==> src/rtl/rob.sv <==
// Reorder buffer: in-order allocation at tail, out-of-order writeback,
// in-order retire at head, and a full flush when the head entry carries an error.
module rob #(
    parameter int unsigned DEPTH = 16,
    parameter int unsigned IDX_W = 4
) (
    input  logic        clk,
    input  logic        rst,
    input  logic        rename_valid,
    input  logic [5:0]  rename_rd,
    output logic [7:0]  rename_robid,
    output logic        rob_full,
    input  logic        wb_valid,
    input  logic        wb_error,
    input  logic [7:0]  wb_robid,
    input  logic [5:0]  wb_rd,
    input  logic [31:0] wb_result,
    output logic        rob_flush,
    output logic        rob_ret_valid,
    output logic [5:0]  rob_ret_rd,
    output logic [31:0] rob_ret_result
);

    localparam logic [IDX_W:0] FULL_CNT = (IDX_W + 1)'(DEPTH);

    logic [DEPTH-1:0] valid_q, done_q, err_q;
    logic [5:0]       rd_q  [DEPTH];
    logic [31:0]      res_q [DEPTH];

    logic [IDX_W-1:0] head_q, head_d, tail_q, tail_d;
    logic [IDX_W:0]   count_q, count_d;
    logic             flush_q, flush_d;
    logic             ret_valid_q, ret_valid_d;
    logic [5:0]       ret_rd_q, ret_rd_d;
    logic [31:0]      ret_res_q, ret_res_d;

    logic [IDX_W-1:0] wb_idx;
    logic             head_ready, do_retire, do_flush, do_alloc, do_wb;

    // wb_rd is informational only and the upper robid bits are beyond DEPTH
    logic unused_wb;
    assign unused_wb = ^{wb_rd, wb_robid[7:IDX_W]};

    assign wb_idx     = wb_robid[IDX_W-1:0];
    assign head_ready = valid_q[head_q] & done_q[head_q];
    assign do_retire  = head_ready & ~err_q[head_q];
    assign do_flush   = head_ready & err_q[head_q];
    // Anything presented on the flush edge or while the flush pulse is high is dropped
    assign do_alloc   = rename_valid & ~rob_full & ~flush_q & ~do_flush;
    assign do_wb      = wb_valid & ~flush_q & ~do_flush & valid_q[wb_idx];

    assign rob_full       = (count_q == FULL_CNT);
    assign rename_robid   = 8'(tail_q);
    assign rob_flush      = flush_q;
    assign rob_ret_valid  = ret_valid_q;
    assign rob_ret_rd     = ret_rd_q;
    assign rob_ret_result = ret_res_q;

    always_comb begin
        head_d      = head_q;
        tail_d      = tail_q;
        count_d     = count_q;
        flush_d     = 1'b0;
        ret_valid_d = 1'b0;
        ret_rd_d    = ret_rd_q;
        ret_res_d   = ret_res_q;
        if (do_flush) begin
            head_d  = '0;
            tail_d  = '0;
            count_d = '0;
            flush_d = 1'b1;
        end else begin
            if (do_retire) begin
                ret_valid_d = 1'b1;
                ret_rd_d    = rd_q[head_q];
                ret_res_d   = res_q[head_q];
                head_d      = head_q + 1'b1;
            end
            if (do_alloc) begin
                tail_d = tail_q + 1'b1;
            end
            case ({do_alloc, do_retire})
                2'b10:   count_d = count_q + 1'b1;
                2'b01:   count_d = count_q - 1'b1;
                default: count_d = count_q;
            endcase
        end
    end

    always_ff @(posedge clk or negedge rst) begin
        if (!rst) begin
            valid_q     <= '0;
            done_q      <= '0;
            err_q       <= '0;
            head_q      <= '0;
            tail_q      <= '0;
            count_q     <= '0;
            flush_q     <= 1'b0;
            ret_valid_q <= 1'b0;
            ret_rd_q    <= '0;
            ret_res_q   <= '0;
        end else begin
            head_q      <= head_d;
            tail_q      <= tail_d;
            count_q     <= count_d;
            flush_q     <= flush_d;
            ret_valid_q <= ret_valid_d;
            ret_rd_q    <= ret_rd_d;
            ret_res_q   <= ret_res_d;
            if (do_flush) begin
                valid_q <= '0;
                done_q  <= '0;
                err_q   <= '0;
            end else begin
                if (do_wb) begin
                    done_q[wb_idx] <= 1'b1;
                    err_q[wb_idx]  <= wb_error;
                end
                if (do_retire) begin
                    valid_q[head_q] <= 1'b0;
                end
                if (do_alloc) begin
                    valid_q[tail_q] <= 1'b1;
                    done_q[tail_q]  <= 1'b0;
                    err_q[tail_q]   <= 1'b0;
                end
            end
        end
    end

    // Payload storage needs no reset: valid/done gate every use of it
    always_ff @(posedge clk) begin
        if (do_alloc) begin
            rd_q[tail_q] <= rename_rd;
        end
        if (do_wb) begin
            res_q[wb_idx] <= wb_result;
        end
    end

endmodule

==> config.mk <==
export PLATFORM = sky130hd
export DESIGN_NAME = rob
export DESIGN_NICKNAME = d
export VERILOG_FILES = /design/src/rtl/rob.sv
export SDC_FILE = /design/constraint.sdc
export NUM_CORES = 1
export LEC_CHECK = 0
export BUFFER_PORTS_ARGS = -buffer_cell sky130_fd_sc_hd__buf_4
export CAP_MARGIN = 15
export CORE_MARGIN = 1
export CORE_UTILIZATION = 42
export CTS_CLUSTER_DIAMETER = 50
export CTS_CLUSTER_SIZE = 24
export DETAILED_ROUTE_END_ITERATION = 12
export PLACE_DENSITY = 0.57
export SYNTH_ARGS = -nofsm -noshare
export SYNTH_HDL_FRONTEND = slang
export SYNTH_SLANG_ARGS = --single-unit
==> constraint.sdc <==
create_clock -name clk -period 4.3 [get_ports clk]
set_input_delay 1.075 -clock clk [delete_from_list [all_inputs] [get_ports clk]]
set_output_delay 1.075 -clock clk [all_outputs]
set_load 0.01 [all_outputs]
* Yosys cells after proc, flatten, opt, wreduce, memory -nomap -nowiden
Memories as Yosys holds them, arrays and structs flattened. A register that Yosys moved wholly into a read port is not among the register bits.
Cells that the tools add are included.
** Operators by class
- Order comparisons :: 6
- Eq/ne operators :: 3
- Multiplexer cells :: 40
- Bitwise logic cells :: 20
- $add $sub $neg :: 4
- Reduce and logical (&&, ||, !) cells :: 9
** Operators by type and width (count)
- $mux W16 :: 12
- $and A16 B16 Y16 :: 3
- $not A16 Y16 :: 2
- $or A16 B16 Y16 :: 2
- $bmux W1 S4 :: 4
- $bwmux W16 :: 1
- $mux W4 :: 4
- $lt A4 B5 Y1 const B :: 3
- $mux W1 :: 14
- $demux W1 S4 :: 3
- $ge A4 B1 Y1 const B :: 3
- $pmux W5 S2 :: 1
- $and A1 B1 Y1 :: 9
- $add A4 B1 Y4 const B :: 2
- $add A5 B1 Y5 const B :: 1
- $eq A5 B5 Y1 const B :: 1
- $mux W5 :: 1
- $sub A5 B1 Y5 const B :: 1
- $not A1 Y1 :: 4
- $reduce_bool A2 Y1 :: 2
- $logic_and A1 B1 Y1 :: 3
- $reduce_bool A3 Y1 :: 1
- $eq A2 B1 Y1 const B :: 1
- $eq A2 B2 Y1 const B :: 1
- 2 further kinds :: 3
** Word-level totals
- Memories kept :: 2
- Memory bits (writable) :: 608
- Word-level logic and storage cells :: 92
- Flip-flop bits (word level) :: 63
** Memories
- res_q :: depth 16, bits a word 32, rd ports 1, clocked after memory_dff 1, wr ports 1, RTL line 28 : logic [31:0] res_q [DEPTH];
- rd_q :: depth 16, bits a word 6, rd ports 1, clocked after memory_dff 1, wr ports 1, RTL line 27 : logic [5:0] rd_q [DEPTH];

* Depth between registers and ports, before layout
Gate-level depths: netlist (run 1).
- Word-level depth :: 12
- Gate-level depth with buffers :: 14

* Worst setup path after synthesis (run 1)
Ideal clock, no wire load.
- Path kind :: in2reg
- From :: input wb_robid[0]
- To :: register err_q[9]
- Path slack :: 0.486 ns
- Arrival time :: 3.691 ns
- Cell stages on the path :: 6
- Library setup time :: 0.122 ns
- Cells stage by stage :: clkbuf_1 -> nor3b_1 -> nand3_1 -> nor2_1 -> mux2i_1 -> nor2b_1
** On the way
- Word-level cells in the longest chain between the ends :: 10
** RTL lines
- from (decl) :: RTL line 15 : input logic [7:0] wb_robid,
- $lt A4 B5 Y1 (not written as such) / $ge A4 B1 Y1 (equally long branches) :: RTL line 117 : err_q[wb_idx] <= wb_error;
- $logic_and A1 B1 Y1 (not written as such) :: RTL line 117
- $mux W1 (not written as such) :: RTL line 117
- $demux W1 S4 :: RTL line 117
- $bwmux W16 :: RTL line 117
- $mux W16 * :: RTL line 115 : if (do_wb) begin
- $mux W16 * :: RTL line 110 : if (do_flush) begin
- $and A16 B16 Y16 (no line)
- $mux W16 * :: RTL line 122 : if (do_alloc) begin
- $mux W16 * :: RTL line 110
- to (signal, indexed assignment) :: RTL line 117
- to (decl) :: RTL line 26 : logic [DEPTH-1:0] valid_q, done_q, err_q;
Every way passes the cells marked *; elsewhere a longest branch is shown, timed or not. The select of a mux whose other input is x is not followed.
A chain may end at the register's enable or synchronous reset.

* Final worst setup path (run 1)
- From :: register head_q[0]
- To :: memory res_q[15][4], enable pin
** On the way
- Word-level cells in the longest chain between the ends :: 9
** RTL lines
- from (decl) :: RTL line 30 : logic [IDX_W-1:0] head_q, head_d, tail_q, tail_d;
- from (signal assigned) :: RTL line 95 : head_q <= '0;
- from (signal assigned) :: RTL line 103 : head_q <= head_d;
- $bmux W1 S4 :: RTL line 45 : assign head_ready = valid_q[head_q] & done_q[head_q];
- $mux W1 (not written as such) :: RTL line 45
- $and A1 B1 Y1 :: RTL line 45
- $and A1 B1 Y1 * :: RTL line 47 : assign do_flush = head_ready & err_q[head_q];
- $not A1 Y1 (no line) *
- $and A1 B1 Y1 * (2 in series) :: RTL line 50 : assign do_wb = wb_valid & ~flush_q & ~do_flush & valid_q[wb_idx];
- $mux W1 * :: RTL line 136 : if (do_wb) begin
- $mux W1 (not written as such) * :: RTL line 137 : res_q[wb_idx] <= wb_result;
- to (decl) :: RTL line 28
Marks and branches as above.

==> impl_metrics.json, run 1 <==
{
  "cts_tree": "yes",
  "ys.flop_type": "edfxtp_1",
  "power_leakage_nw": 10.8,
  "power_density_nw_per_um2": 630,
  "final_nets": 1523,
  "viasPerCell": 5.65,
  "num_vias": 13400,
  "synth_cells": 1310,
  "clock_latency_ns": 0.61,
  "end_kind": "flip-flop",
  "synth_most_common_cell": "edfxtp_1",
  "wire_per_inst_microns": 26.4,
  "power_frac_seq": 0.427,
  "relSlewSlack": 0.342,
  "area_growth_pct": 16.0,
  "status": "completed",
  "cpPeakStageDelay_ns": 0.86,
  "startpoint": "head_q[0]$_DFFE_PN0P_",
  "post-cts-setup-buffers": 0,
  "htreeDepth": 3,
  "criticalPathCategory": "flip-flop to flip-flop",
  "holdBufCountCts": 0,
  "min_period_ns": 3.89,
  "yosysWarnings": 0,
  "comb_power_share": 0.262,
  "total_power_mw": 20.4,
  "path_cells": "mux4_2, a22oi_1, nand2_1, nand2_4, inv_2, buf_4, nor2_4, buf_4",
  "clock-sinks": 709,
  "die_area_sq_um": 67400,
  "rr_startpoint": "head_q[0]$_DFFE_PN0P_",
  "antenna_cells": 0,
  "required_ns": 4.59,
  "row_count": 94,
  "power.switching_mw": 5.96,
  "worst_pin_slew_ns": 0.987,
  "clock_path_buffers": 3,
  "die_x_microns": 260,
  "hold_start": "done_q[7]$_DFF_PN0_",
  "power_frac_clock": 0.311,
  "async_reset_ff_frac": 0.142,
  "finalWeightedCongestion": 0.746,
  "ys_seq_area_frac": 0.746,
  "grt_max_degree": 84,
  "p_int_mw": 14.4,
  "io_buffer_count": 91,
  "finClkSkew_ns": 0.0354,
  "rsz0062_at_grt": "no",
  "fmax_ghz": 0.257,
  "drc_errors": 0,
  "synth_seq_cells": 709,
  "ant_nets": 0,
  "antenna_found_initial": 1,
  "layout-drive-gt1-share": 0.355,
  "core_sq_um": 65700,
  "numCtsBuffers": 68,
  "syn_area_per_cell_sq_um": 21.3,
  "path_max_fanout": 31,
  "synth_top_area_share": 0.655,
  "hold_viol_final": 0,
  "synth_common_cells": "edfxtp_1, mux4_2, dfrtp_1",
  "ir_drop_mv": 0.405,
  "switching_share": 0.293,
  "critPathLaunchType": "flip-flop",
  "syn_area_sq_um": 27900,
  "synth_cell_types": 51,
  "io_pins": 106,
  "crit_family": "simple AND/OR/NAND/NOR gates",
  "cp_slowest_cell": "dfrtp_4",
  "die_h_microns": 260,
  "setup_viol": 0,
  "clockRootBuffer": "clkbuf_16",
  "dp_hpwl_mm": 35.8,
  "crit_arrival_ns": 4.18,
  "path_buf_inv": 3,
  "synth.top_cells.by_area": "edfxtp_1, mux4_2, dfrtp_1",
  "grt-ovfl-total": 0,
  "synth.largest_area_cell": "edfxtp_1",
  "period_share": 0.905,
  "cts_resized": 0,
  "drt-initial-drc-count": 1058,
  "grt_pass1_vias": 14000,
  "maxSlewViolCount": 0,
  "maxCapViolations": 0,
  "clk_pin_slew_ns": 0.07,
  "hold_class": "flip-flop to flip-flop",
  "initial_utilization": 0.424,
  "synth_edf_count": 608,
  "first_pass_iters": 5,
  "finalWirelength_mm": 62.7,
  "grt.total_usage": 0.191,
  "crit_top_cell": "buf_4",
  "tns_ns": 0,
  "grt_pass1_wl_mm": 93.7
}
-- area by class of cell --
type | count | area [sq um]
clock buffer | 76 | 1810
clock inverter | 47 | 596
fill | 5274 | 33400
inverter | 13 | 51.3
multi-input combinational | 520 | 6780
sequential | 709 | 20800
tap | 864 | 1080
timing repair buffer | 144 | 1220
-- state kept, by name, summed over array words and instances, names as in the netlist --
name and cells:
count_q 5, done_q 16, err_q 16, head_q 4
rd_q 96, res_q 512, rob_flush 1, rob_ret_rd 6
rob_ret_result 32, rob_ret_valid 1, tail_q 4, valid_q 16
-- final timing paths --
kind	end	slack [ns]	cells past startpoint
worst max register to register	res_q[15][4]$_DFFE_PP_	0.41	8
worst min register to register	done_q[7]$_DFF_PN0_	0.50	2
worst max-delay path	res_q[15][4]$_DFFE_PP_	0.41	8
min in group asynchronous	done_q[1]$_DFF_PN0_	0.62	1
max in group asynchronous	rob_ret_rd[2]$_DFFE_PN0P_	2.79	2
worst min-delay path	done_q[7]$_DFF_PN0_	0.50	2
-- power by group through the flow --
stage	registers, mW	clock network (mW)	logic (mW)
floorplan	8.63	0	3.91
global placement	8.84	0	5.38
detailed placement	8.86	0	5.45
CTS	8.72	6.49	5.45
global route	8.80	6.72	5.76
finish	8.70	6.34	5.34
-- placed cells by master, fill, tap and decap left out, types with 20 or more instances in the layout --
| cell | n |
|---|---|
| dfrtp_1 | 97 |
| a21oi_1 | 20 |
| nor2_1 | 68 |
| mux2_2 | 39 |
| mux4_2 | 206 |
| nand2_1 | 22 |
| buf_4 | 133 |
| nand3_1 | 26 |
| edfxtp_1 | 608 |
| clkbuf_16 | 71 |
-- stage by stage --
step                utilization  instances  setup slack, ns  area [sq um]  hold slack, ns
CTS                       0.492       2373            0.397         32300           0.502
global placement          0.455       2250            0.399         29900           0.481
global route              0.492       2373            0.228         32300           0.525
floorplan                     -       1313            0.486         27900           0.459
detailed placement        0.455       2250            0.417         29900           0.486
finish                    0.492       2373            0.408         32300           0.497
-- worst register-to-register path: stages, from the launching register on --
cell     delay (ns)
dfrtp_4        0.86
mux4_2         0.62
a22oi_1        0.38
nand2_1        0.26
nand2_4        0.24
inv_2          0.23
buf_4          0.28
nor2_4         0.42
buf_4          0.30
-- per-layer routing --
| metal | wire (microns) | vias to the layer above | track usage |
|---|---|---|---|
| met3 | 2800 | 93 | 0.0316 |
| met1 | 27200 | 7282 | 0.268 |
| met2 | 31400 | 332 | 0.313 |
| li1 | - | 5695 | - |
| met4 | 1270 | 2 | 0.0484 |
| met5 | 13 | - | 0 |
-- kinds of logic (layout without fill, tap and decap cells) --
family                     Yosys count  in the layout  synth area share
muxes                              263            263             0.189
xor gates and xnor gates             6              6           0.00189
other                                1              4          0.000135
AOI/OAI and AO/OA                   58             58            0.0130
and+or+nand+nor                    179            179            0.0316
DFF                                709            709             0.746
buffers and inverters               84            280            0.0141
adders and majority gates           10             10           0.00449
No activity file was read; power rests on OpenSTA's default activity.
==> run 2, diff against run 1 <==
==> config.mk (replaced) <==
export PLATFORM = sky130hd
export DESIGN_NAME = rob
export DESIGN_NICKNAME = d
export VERILOG_FILES = /design/src/rtl/rob.sv
export SDC_FILE = /design/constraint.sdc
export NUM_CORES = 1
export LEC_CHECK = 0
export CAP_MARGIN = 15
export CORE_MARGIN = 1
export CORE_UTILIZATION = 42
export CTS_CLUSTER_DIAMETER = 50
export CTS_CLUSTER_SIZE = 24
export DETAILED_ROUTE_END_ITERATION = 12
export DONT_BUFFER_PORTS = 1
export PLACE_DENSITY = 0.55
export SYNTH_ARGS = -nofsm -noshare
export SYNTH_HDL_FRONTEND = slang
export SYNTH_SLANG_ARGS = --single-unit
==> constraint.sdc (replaced) <==
create_clock -name clk -period 3.8 [get_ports clk]
set_input_delay 0.95 -clock clk [delete_from_list [all_inputs] [get_ports clk]]
set_output_delay 0.95 -clock clk [all_outputs]
set_load 0.01 [all_outputs]
==> impl_metrics.json, run 2 (same netlist as run 1, synthesis figures left out) <==
{
  "status": "completed",
  "row_count": 94,
  "finalWirelength_mm": 61.3,
  "largest_reg_flops": 512,
  "drc_errors": 0,
  "core_sq_um": 65700,
  "final_cell_mix": "edfxtp_1, mux4_2, dfrtp_1",
  "grt_pass1_wl_mm": 91.3,
  "criticalPathCategory": "flip-flop to flip-flop",
  "relSlewSlack": 0.396,
  "clock_path_buffers": 3,
  "antenna_found_initial": 1,
  "post-cts-setup-buffers": 0,
  "cts_tree": "yes",
  "pre_cts_slack_ns": 0.288,
  "worst_pin_slew_ns": 0.906,
  "setup_viol": 0,
  "layout-drive-gt1-share": 0.320,
  "die_area_sq_um": 67400,
  "dp_hpwl_mm": 34.9,
  "grt.total_usage": 0.188,
  "clk_pin_slew_ns": 0.06,
  "die_h_microns": 260,
  "ir_drop_mv": 0.356,
  "antenna_cells": 0,
  "cp_slowest_cell": "dfrtp_4",
  "grt_max_degree": 84,
  "rr_startpoint": "head_q[0]$_DFFE_PN0P_",
  "io_pins": 106,
  "die_x_microns": 260,
  "maxSlewViolCount": 0,
  "area_growth_pct": 14.5,
  "initial_utilization": 0.424,
  "period_share": 0.916,
  "path_cells": "mux4_2, a22oi_1, nand2_1, nand2_4, inv_2, buf_4, nor2_4, buf_12",
  "nFillCells": 5307,
  "end_kind": "flip-flop",
  "ant_nets": 0,
  "worstReg2RegEnd": "res_q[15][7]$_DFFE_PP_",
  "grt_pass1_vias": 13500,
  "path_max_fanout": 20,
  "layout_commonest_cell": "edfxtp_1",
  "finClkSkew_ns": 0.0183,
  "hold_class": "input pin to async pin",
  "maxCapViolations": 0,
  "final_nets": 1445,
  "tns_ns": 0,
  "path_buf_inv": 3,
  "fmax_ghz": 0.287,
  "critPathLaunchType": "flip-flop",
  "viasPerCell": 5.60,
  "num_vias": 12900,
  "io_buffer_count": 0,
  "cpPeakStageDelay_ns": 0.67,
  "htreeDepth": 3,
  "timing.final.ws_setup_ns": 0.319,
  "largest_register": "res_q",
  "clockRootBuffer": "clkbuf_16",
  "path_depth": 8,
  "clock_latency_ns": 0.62,
  "crit_arrival_ns": 3.80,
  "finalWeightedCongestion": 0.758,
  "rsz0062_at_grt": "no",
  "numCtsBuffers": 74,
  "crit_family": "simple AND/OR/NAND/NOR gates",
  "required_ns": 4.11,
  "timing.reg2reg.setup_slack_ns": 0.32,
  "hold_viol_final": 0,
  "clock-sinks": 709,
  "power_leakage_nw": 10.5,
  "rr_worst_depth": 8,
  "first_pass_iters": 5,
  "drt-initial-drc-count": 1075,
  "grt-ovfl-total": 0,
  "min_period_ns": 3.48,
  "wire_per_inst_microns": 26.6,
  "power_density_nw_per_um2": 719
}
## run 2: stage by stage
stage | util | cells | power [mW] | cell area (sq um) | hold slack (ns)
6_report | 0.485 | 2303 | 23.0 | 31900 | 0.0580
5_1_grt | 0.485 | 2303 | 24.0 | 31900 | 0.0235
3_3_place_gp | 0.446 | 2165 | 15.7 | 29300 | 0.480
3_5_place_dp | 0.446 | 2165 | 15.8 | 29300 | 0.487
2_1_floorplan | - | 1313 | 14.2 | 27900 | 0.459
4_1_cts | 0.485 | 2303 | 23.3 | 31900 | 0.0122
## run 2: how the worst max path moves through the flow
stage                                     start                      to  slack, ns
after floorplan           head_q[0]$_DFFE_PN0P_      err_q[9]$_DFF_PN0_       0.09
after global placement    head_q[0]$_DFFE_PN0P_  res_q[15][3]$_DFFE_PP_       0.29
after detailed placement  head_q[0]$_DFFE_PN0P_  res_q[15][3]$_DFFE_PP_       0.29
after CTS                 head_q[0]$_DFFE_PN0P_  res_q[15][7]$_DFFE_PP_       0.28
after global routing      head_q[0]$_DFFE_PN0P_  res_q[15][7]$_DFFE_PP_        0.1
final                     head_q[0]$_DFFE_PN0P_  res_q[15][7]$_DFFE_PP_       0.32
## run 2: per-layer routing
metal / part of all wire / GRT usage / vias to the layer above / wire [microns]
met5: 0 / 0 / - / 0
met4: 0.015 / 0.0513 / 0 / 930
met3: 0.056 / 0.0385 / 54 / 3460
met2: 0.49 / 0.295 / 319 / 29800
met1: 0.44 / 0.269 / 6977 / 27100
li1: - / - / 5545 / -
## run 2: power by group
part / internal (mW) / switching [mW] / leakage [nW]
clock network: 4.25 / 3.23 / 1.23
logic: 2.88 / 2.66 / 2.55
registers: 9.23 / 0.704 / 6.71
## run 2: final cells by class
type                    count  area [sq um]  area share
repair buffers             60           626      0.0196
multi-input cells         520          6780       0.213
clock inverters            53           666      0.0209
clock buffers              84          1910      0.0598
well taps                 864          1080      0.0339
inverters                  13          51.3     0.00161
flip-flops and latches    709         20800       0.652
## run 2: what timing repair did
| item | 4_1_cts | 5_1_grt |
|---|---|---|
| resized for setup | 0 | 0 |
| hold buffers | 1 | 0 |
| endpoints found under the hold margin | 25 | 0 |
